### src/rtl/dco_pkg.sv
// Shared definitions for the DCO frequency-locked-loop controller.
// Holds the FSM state encoding, datapath widths, default parameter values
// and a saturating-increment helper for the edge counter.
package dco_pkg;

  localparam int CODE_W = 8;   // DCO control code width
  localparam int CNT_W  = 16;  // edge-count / target width

  localparam int DEF_WIN_CYCLES    = 256;
  localparam int DEF_SETTLE_CYCLES = 16;
  localparam int DEF_DEADBAND      = 2;
  localparam int DEF_LOCK_N        = 4;

  typedef enum logic [2:0] {
    IDLE,
    SETTLE,
    MEASURE,
    SAR_DECIDE,
    TRACK_DECIDE
  } fll_state_t;

  // Increment that sticks at all-ones instead of wrapping.
  function automatic logic [CNT_W-1:0] sat_inc(input logic [CNT_W-1:0] v, input logic inc);
    return (inc && (v != '1)) ? v + CNT_W'(1) : v;
  endfunction

endpackage

### src/rtl/dco_edge_counter.sv
// Windowed DCO edge counter.
// dco_in is brought into the clk domain by a 2-FF synchronizer; a rising
// edge is a synchronized 0->1. A one-cycle start pulse opens a window of
// exactly WIN_CYCLES clk cycles (the start cycle included), during which
// detected edges are counted with saturation at all-ones.
// Ports:
//   clk, rst  - clock, synchronous active-high reset
//   dco_in    - raw DCO output (asynchronous)
//   start     - opens a window; count is cleared in that cycle
//   abort     - drops the window in progress, no done is produced
//   done      - high in the last cycle of a window
//   count     - window total, valid while done is high
module dco_edge_counter
  import dco_pkg::*;
#(
  parameter int WIN_CYCLES = DEF_WIN_CYCLES
) (
  input  logic             clk,
  input  logic             rst,
  input  logic             dco_in,
  input  logic             start,
  input  logic             abort,
  output logic             done,
  output logic [CNT_W-1:0] count
);

  localparam logic [CNT_W-1:0] LAST = CNT_W'(WIN_CYCLES - 1);

  logic             sync1, sync2, sync_d;
  logic             active, running, last, rise;
  logic [CNT_W-1:0] cnt, cyc, base;

  assign rise    = sync2 & ~sync_d;
  assign running = (start | active) & ~abort;
  // The start cycle counts from zero, which is how the window clears.
  assign base    = start ? '0 : cnt;
  // count is the next value of the accumulator, so in the last window
  // cycle it already includes that cycle's edge and can be captured
  // together with done.
  assign count   = sat_inc(base, rise);
  assign last    = start ? (WIN_CYCLES == 1) : (cyc == LAST);
  assign done    = running & last;

  always_ff @(posedge clk) begin
    if (rst) begin
      sync1  <= 1'b0;
      sync2  <= 1'b0;
      sync_d <= 1'b0;
      cnt    <= '0;
      cyc    <= '0;
      active <= 1'b0;
    end else begin
      sync1  <= dco_in;
      sync2  <= sync1;
      sync_d <= sync2;
      if (running) begin
        cnt    <= count;
        active <= ~last;
        cyc    <= start ? CNT_W'(1) : cyc + CNT_W'(1);
      end else if (abort) begin
        active <= 1'b0;
      end
    end
  end

endmodule

### src/rtl/dco_fll_ctrl.sv
// DCO frequency-locked-loop controller.
// After enable, an 8-step successive-approximation pass picks the DCO code
// whose edge count per window is just below target, then the loop tracks
// with +/-1 code steps outside a deadband and reports lock after LOCK_N
// consecutive in-band windows. Each code change is followed by
// SETTLE_CYCLES idle cycles and a WIN_CYCLES measurement window.
// Ports:
//   clk, rst   - clock, synchronous active-high reset
//   en         - loop enable; low forces IDLE, code is held
//   dco_in     - DCO output (asynchronous to clk)
//   target     - desired rising-edge count per window
//   dco_code   - DCO control code (higher = faster)
//   meas_count - last completed window's edge count
//   meas_valid - one-cycle pulse when meas_count loads
//   locked     - loop in lock
module dco_fll_ctrl
  import dco_pkg::*;
#(
  parameter int WIN_CYCLES    = DEF_WIN_CYCLES,
  parameter int SETTLE_CYCLES = DEF_SETTLE_CYCLES,  // must be >= 1
  parameter int DEADBAND      = DEF_DEADBAND,
  parameter int LOCK_N        = DEF_LOCK_N          // must be 1..255
) (
  input  logic              clk,
  input  logic              rst,
  input  logic              en,
  input  logic              dco_in,
  input  logic [CNT_W-1:0]  target,
  output logic [CODE_W-1:0] dco_code,
  output logic [CNT_W-1:0]  meas_count,
  output logic              meas_valid,
  output logic              locked
);

  localparam logic [CNT_W-1:0] SETTLE_LAST = CNT_W'(SETTLE_CYCLES - 1);
  localparam logic [CNT_W:0]   DB17        = (CNT_W+1)'(DEADBAND);
  localparam logic [CNT_W:0]   MAX17       = {1'b0, {CNT_W{1'b1}}};
  localparam logic [7:0]       LOCK_N8     = 8'(LOCK_N);

  fll_state_t        state;
  logic [2:0]        bit_idx;
  logic              sar_phase;
  logic [7:0]        lock_cnt;
  logic [CNT_W-1:0]  settle_cnt;
  logic              start;
  logic              win_done;
  logic [CNT_W-1:0]  win_count;
  logic              below, above, below_q, above_q;
  logic [CNT_W:0]    tgt17, cnt17, lo17, hi17;
  logic [CODE_W-1:0] sar_code;

  dco_edge_counter #(
    .WIN_CYCLES (WIN_CYCLES)
  ) u_cnt (
    .clk    (clk),
    .rst    (rst),
    .dco_in (dco_in),
    .start  (start),
    .abort  (~en),
    .done   (win_done),
    .count  (win_count)
  );

  // Deadband test on the count that is about to load. 17 bits so the
  // band edges clamp at 0 and 16'hFFFF instead of wrapping.
  always_comb begin
    tgt17 = {1'b0, target};
    cnt17 = {1'b0, win_count};
    lo17  = (tgt17 >= DB17) ? tgt17 - DB17 : '0;
    hi17  = tgt17 + DB17;
    if (hi17 > MAX17) hi17 = MAX17;
    below = cnt17 < lo17;
    above = cnt17 > hi17;
  end

  // SAR trial: drop the current bit if the DCO ran at or above target,
  // then try the next lower bit.
  always_comb begin
    sar_code = dco_code;
    if (meas_count >= target) sar_code[bit_idx] = 1'b0;
    if (bit_idx != 3'd0) sar_code[bit_idx - 3'd1] = 1'b1;
  end

  always_ff @(posedge clk) begin
    if (rst) begin
      state      <= IDLE;
      dco_code   <= 8'h80;
      bit_idx    <= 3'd7;
      sar_phase  <= 1'b1;
      locked     <= 1'b0;
      lock_cnt   <= '0;
      settle_cnt <= '0;
      start      <= 1'b0;
      meas_count <= '0;
      meas_valid <= 1'b0;
      below_q    <= 1'b0;
      above_q    <= 1'b0;
    end else begin
      meas_valid <= 1'b0;
      start      <= 1'b0;
      if (!en) begin
        // Code is deliberately held; the edge counter aborts on ~en.
        state      <= IDLE;
        locked     <= 1'b0;
        lock_cnt   <= '0;
        settle_cnt <= '0;
      end else begin
        case (state)
          IDLE: begin
            dco_code   <= 8'h80;
            bit_idx    <= 3'd7;
            sar_phase  <= 1'b1;
            locked     <= 1'b0;
            lock_cnt   <= '0;
            settle_cnt <= '0;
            state      <= SETTLE;
          end
          SETTLE: begin
            if (settle_cnt == SETTLE_LAST) begin
              settle_cnt <= '0;
              start      <= 1'b1;
              state      <= MEASURE;
            end else begin
              settle_cnt <= settle_cnt + CNT_W'(1);
            end
          end
          MEASURE: begin
            if (win_done) begin
              meas_count <= win_count;
              meas_valid <= 1'b1;
              below_q    <= below;
              above_q    <= above;
              if (sar_phase) begin
                state <= SAR_DECIDE;
              end else begin
                // Lock bookkeeping is done here so that locked is already
                // visible during the TRACK_DECIDE cycle it belongs to.
                state <= TRACK_DECIDE;
                if (below || above) begin
                  lock_cnt <= '0;
                  locked   <= 1'b0;
                end else begin
                  if (lock_cnt < LOCK_N8) lock_cnt <= lock_cnt + 8'd1;
                  if (lock_cnt + 8'd1 >= LOCK_N8) locked <= 1'b1;
                end
              end
            end
          end
          SAR_DECIDE: begin
            dco_code <= sar_code;
            if (bit_idx == 3'd0) sar_phase <= 1'b0;
            else                 bit_idx   <= bit_idx - 3'd1;
            state <= SETTLE;
          end
          TRACK_DECIDE: begin
            if (below_q) begin
              if (dco_code != 8'hFF) dco_code <= dco_code + 8'd1;
            end else if (above_q) begin
              if (dco_code != 8'h00) dco_code <= dco_code - 8'd1;
            end
            state <= SETTLE;
          end
          default: state <= IDLE;
        endcase
      end
    end
  end

endmodule

### config.mk
export PLATFORM = sky130hd
export DESIGN_NAME = dco_fll_ctrl
export DESIGN_NICKNAME = d
export VERILOG_FILES = /design/src/rtl/dco_pkg.sv /design/src/rtl/dco_edge_counter.sv /design/src/rtl/dco_fll_ctrl.sv
export SDC_FILE = /design/constraint.sdc
export NUM_CORES = 1
export LEC_CHECK = 0
export ABC_AREA = 1
export ABC_CLOCK_PERIOD_IN_PS = 4600
export CAP_MARGIN = 20
export CORE_ASPECT_RATIO = 1.25
export CORE_MARGIN = 5
export CORE_UTILIZATION = 50
export DETAILED_ROUTE_END_ITERATION = 16
export GPL_TIMING_DRIVEN = 0
export PLACE_DENSITY = 0.71
export SYNTH_ARGS = -nofsm -noshare
export SYNTH_HDL_FRONTEND = slang
export SYNTH_SLANG_ARGS = --single-unit
### constraint.sdc
create_clock -name clk -period 4.6 [get_ports clk]
set_input_delay 0.69 -clock clk [delete_from_list [all_inputs] [get_ports clk]]
set_output_delay 0.69 -clock clk [all_outputs]
set_load 0.05 [all_outputs]
==> flow_summary.yaml <==
timing:
  clock.fmax_mhz: 244
  finalSetupViolations: 0
  tightest_slew_ns: 0.598
  rsz0062_at_grt: "false"
  finalCritPeriodShare_pct: 89.2
  hold_ws_ns: 0.408
  fin_crit_ns: 4.10
  finalHoldViolations: 0
  maxSlewViolCount: 0
  slew_headroom_pct: 59.6
  final.setup_skew_ns: 0.0108
worst_setup_path:
  cp_max_fo: 10
  rr_startpoint: "start$_SDFF_PP0_"
  crit_slowest_cell: "nor3_4"
  r2r_slack_ns: 0.65
  crit_required_ns: 4.87
  startpoint_type: "input pin"
  cp-end-kind: "flip-flop"
  reg2regPathDepth: 26
  worst-setup-path-type: "in2reg"
  crit_top_cell: "nand4_1"
  r2r-end: "lock_cnt[4]$_SDFFE_PP0P_"
  max_stage_delay_ns: 0.31
  crit_chain: "dlymetal6s2s_1 -> ha_2 -> nand4_1 -> nor3_4 -> nand4_1 -> xor2_2 -> nand3_1 -> nor2_2 -> nand4_2 -> nand2_4 -> buf_8 -> nor2_2 -> ha_1 -> nand2_1 -> inv_1 -> nand3_1 -> nor3_1 -> nand4_1 -> a21oi_4 -> nand3_2 -> nand2_2 -> inv_2 -> nor3_1"
  critPathArrivalTime_ns: 4.37
route:
  highest_layer: "met4"
  drcViolationCount: 0
  wl_per_cell_um: 13.6
  wl_met2_um: 8580
  vias: 6947
  drtPass1Iterations: 6
  wl_um: 17900
  routed_via_density: 5.29
  ant_nets: 0
  wl_met1_um: 8240
  dr.first_iter.drc_count: 461
  wl_met3_um: 677
floorplan:
  rows: 48
  coreArea_um2: 13900
  die_w_um: 117
  start_util_pct: 51.2
  die-height_um: 144
  ioPinCount: 46
  fp.dieArea_um2: 16800
cts:
  cts.clk_slew.worst_paths_ns: 0.07
  holdBufCountCts: 0
  insertion_delay_ns: 0.35
  clk_path_buf_depth: 2
  cts_tree: "yes"
  cts-root-buf: "clkbuf_16"
  htreeDepth: 3
  cts.sink_count: 96
  cts_buffers: 9
yosys:
  synth.largest_area_cell: "dfxtp_1"
  yosysTopAreaCellShare_pct: 26.9
  ys.flop_type: "dfxtp_1"
  synth_edf_count: 0
  yosys.cell_types.count: 51
  netlist_instances: 1076
  yosysWarnings: 0
  syn_avg_cell_area_um2: 6.63
  ys_async_sr_fraction_pct: 0
  synth_seq_cells: 96
  ys_seq_area_share_pct: 26.9
  syn_area_um2: 7130
  synthTopCellsByArea: "dfxtp_1 27%, ha_1 11%, nand2_1 10%, inv_1 8.3%, a21oi_1 7.2%"
  synth_nets: 1160
placement:
  dp_hpwl_um: 14200
  dp_cells: 1293
  io_buffers: 42
  dpl_cell_area_um2: 7770
  place_congestion: 0.926
pwr:
  leakagePower_uw: 0.00373
  irDropWorstVdd_mv: 0.231
  total_power_uw: 1980
  powerDensity_nw_per_um2: 243
global_routing:
  grt_pass1_vias: 6415
  track_usage_pct: 21.8
  overflow: 0
  grt_pass1_wl_um: 29900
  grt_start_max_net_pins: 17
  antenna_found_initial: 0
final_layout:
  n_antenna_cell: 0
  fin_cells: 1312
  fin_area_um2: 8170
  fillers: 1400
  area_growth_pct: 14.5
  fin_util_pct: 58.6
  drive_above_1_share_pct: 6.68
  nets: 1216
job:
  maxCapViolCount: 0
outcome:
  status: "finished, final reports clean"
hold_path:
  hp-start: "u_cnt.sync1$_SDFF_PP0_"
  hp-class: "reg2reg"
  holdPathEnd: "u_cnt.sync2$_SDFF_PP0_"
  hold_path_depth: 2
-- synthesized netlist by cell type (5+ instances only) --
library cell  number
nand2_1          190
inv_1            157
nor2_1           124
a21oi_1          102
dfxtp_1           96
o21ai_0           81
ha_1              63
nand3_1           57
nor3_1            35
xor2_1            29
nand4_1           25
nor2_2            16
clkbuf_1          15
o211ai_1           7
xnor2_1            6
inv_2              5
nand2_2            5
nor4_1             5
-- power by group --
part	total (µW)	switching, µW	internal, µW
Clock	827	332	494
Combinational	299	196	103
Sequential	858	14.7	843
Total	1980	543	1440
-- worst max path at each step --
| stage | startpoint | to | slack [ns] | depth (start not counted) |
|---|---|---|---|---|
| after CTS | target[2] | lock_cnt[4]$_SDFFE_PP0P_ | 0.03 | 24 |
| after floorplan | target[1] | lock_cnt[1]$_SDFFE_PP0P_ | 0.87 | 24 |
| after global placement | target[2] | lock_cnt[4]$_SDFFE_PP0P_ | -0.46 | 24 |
| final | target[2] | lock_cnt[4]$_SDFFE_PP0P_ | 0.50 | 23 |
| after detailed placement | target[2] | lock_cnt[4]$_SDFFE_PP0P_ | -0.53 | 24 |
| after global routing | target[10] | lock_cnt[7]$_SDFFE_PP0P_ | 0.18 | 25 |
-- registers in the layout, indices dropped and copies added (netlist names), 3 cells and up --
signal	flops
u_cnt.cnt	16
state	3
u_cnt.cyc	16
lock_cnt	8
dco_code	8
settle_cnt	16
bit_idx	3
meas_count	16
-- stage by stage --
stage	worst slack, ns	TNS (ns)
2_1_floorplan	0.870	0
3_3_place_gp	-0.461	-3.64
3_5_place_dp	-0.526	-4.25
4_1_cts	0.0310	0
5_1_grt	0.182	0
6_report	0.497	0
-- cell families after synthesis --
logic type               share of synthesized area [%]
AND/OR/NAND/NOR                                   30.3
flip-flops                                        26.9
adder cells (fa/ha/maj)                           11.3
XOR/XNOR                                          4.53
AO/OA/AOI/OAI                                     16.0
buffers and inverters                             10.8
-- what timing repair did --
action / in CTS / in global routing
endpoints found under the setup margin: 9 / 9
setup buffers: 0 / 3
pin swaps: 0 / 5
resized for setup: 2 / 8
-- final cells by class --
| type | instances | area (µm²) | share of cell area [%] |
|---|---|---|---|
| timing repair buffer | 45 | 450 | 5.51 |
| tap | 175 | 219 | 2.68 |
| sequential | 96 | 1920 | 23.5 |
| inverter | 167 | 632 | 7.73 |
| multi-input combinational | 789 | 4480 | 54.8 |
| clock inverter | 6 | 90.1 | 1.10 |
| buffer | 24 | 139 | 1.70 |
| clock buffer | 10 | 239 | 2.93 |
-- per-layer routing --
metal | vias to the layer above | global-route usage, %
li1 | 3656 | -
met1 | 3141 | 28.4
met2 | 123 | 37.7
met3 | 27 | 2.40
met4 | 0 | 6.64
met5 | - | 0
-- critical path: cells and delay by family --
| kind | cells | cell delay [ns] |
|---|---|---|
| AND/OR/NAND/NOR | 15 | 2.22 |
| adder cells (fa/ha/maj) | 2 | 0.52 |
| buffers and inverters | 4 | 0.46 |
| AO/OA/AOI/OAI | 1 | 0.25 |
| XOR/XNOR | 1 | 0.23 |
-- layout by cell type, fill, tap and decap left out, drive strengths merged, types with 25 or more instances in the layout --
master,n
clkdlybuf4s50,39
nand4,26
o21ai,82
inv,166
dfxtp,96
clkbuf,25
nand2,196
xor2,30
a21oi,103
nand3,61
ha,63
nor3,39
nor2,141
(Power assumes the default switching activity.)
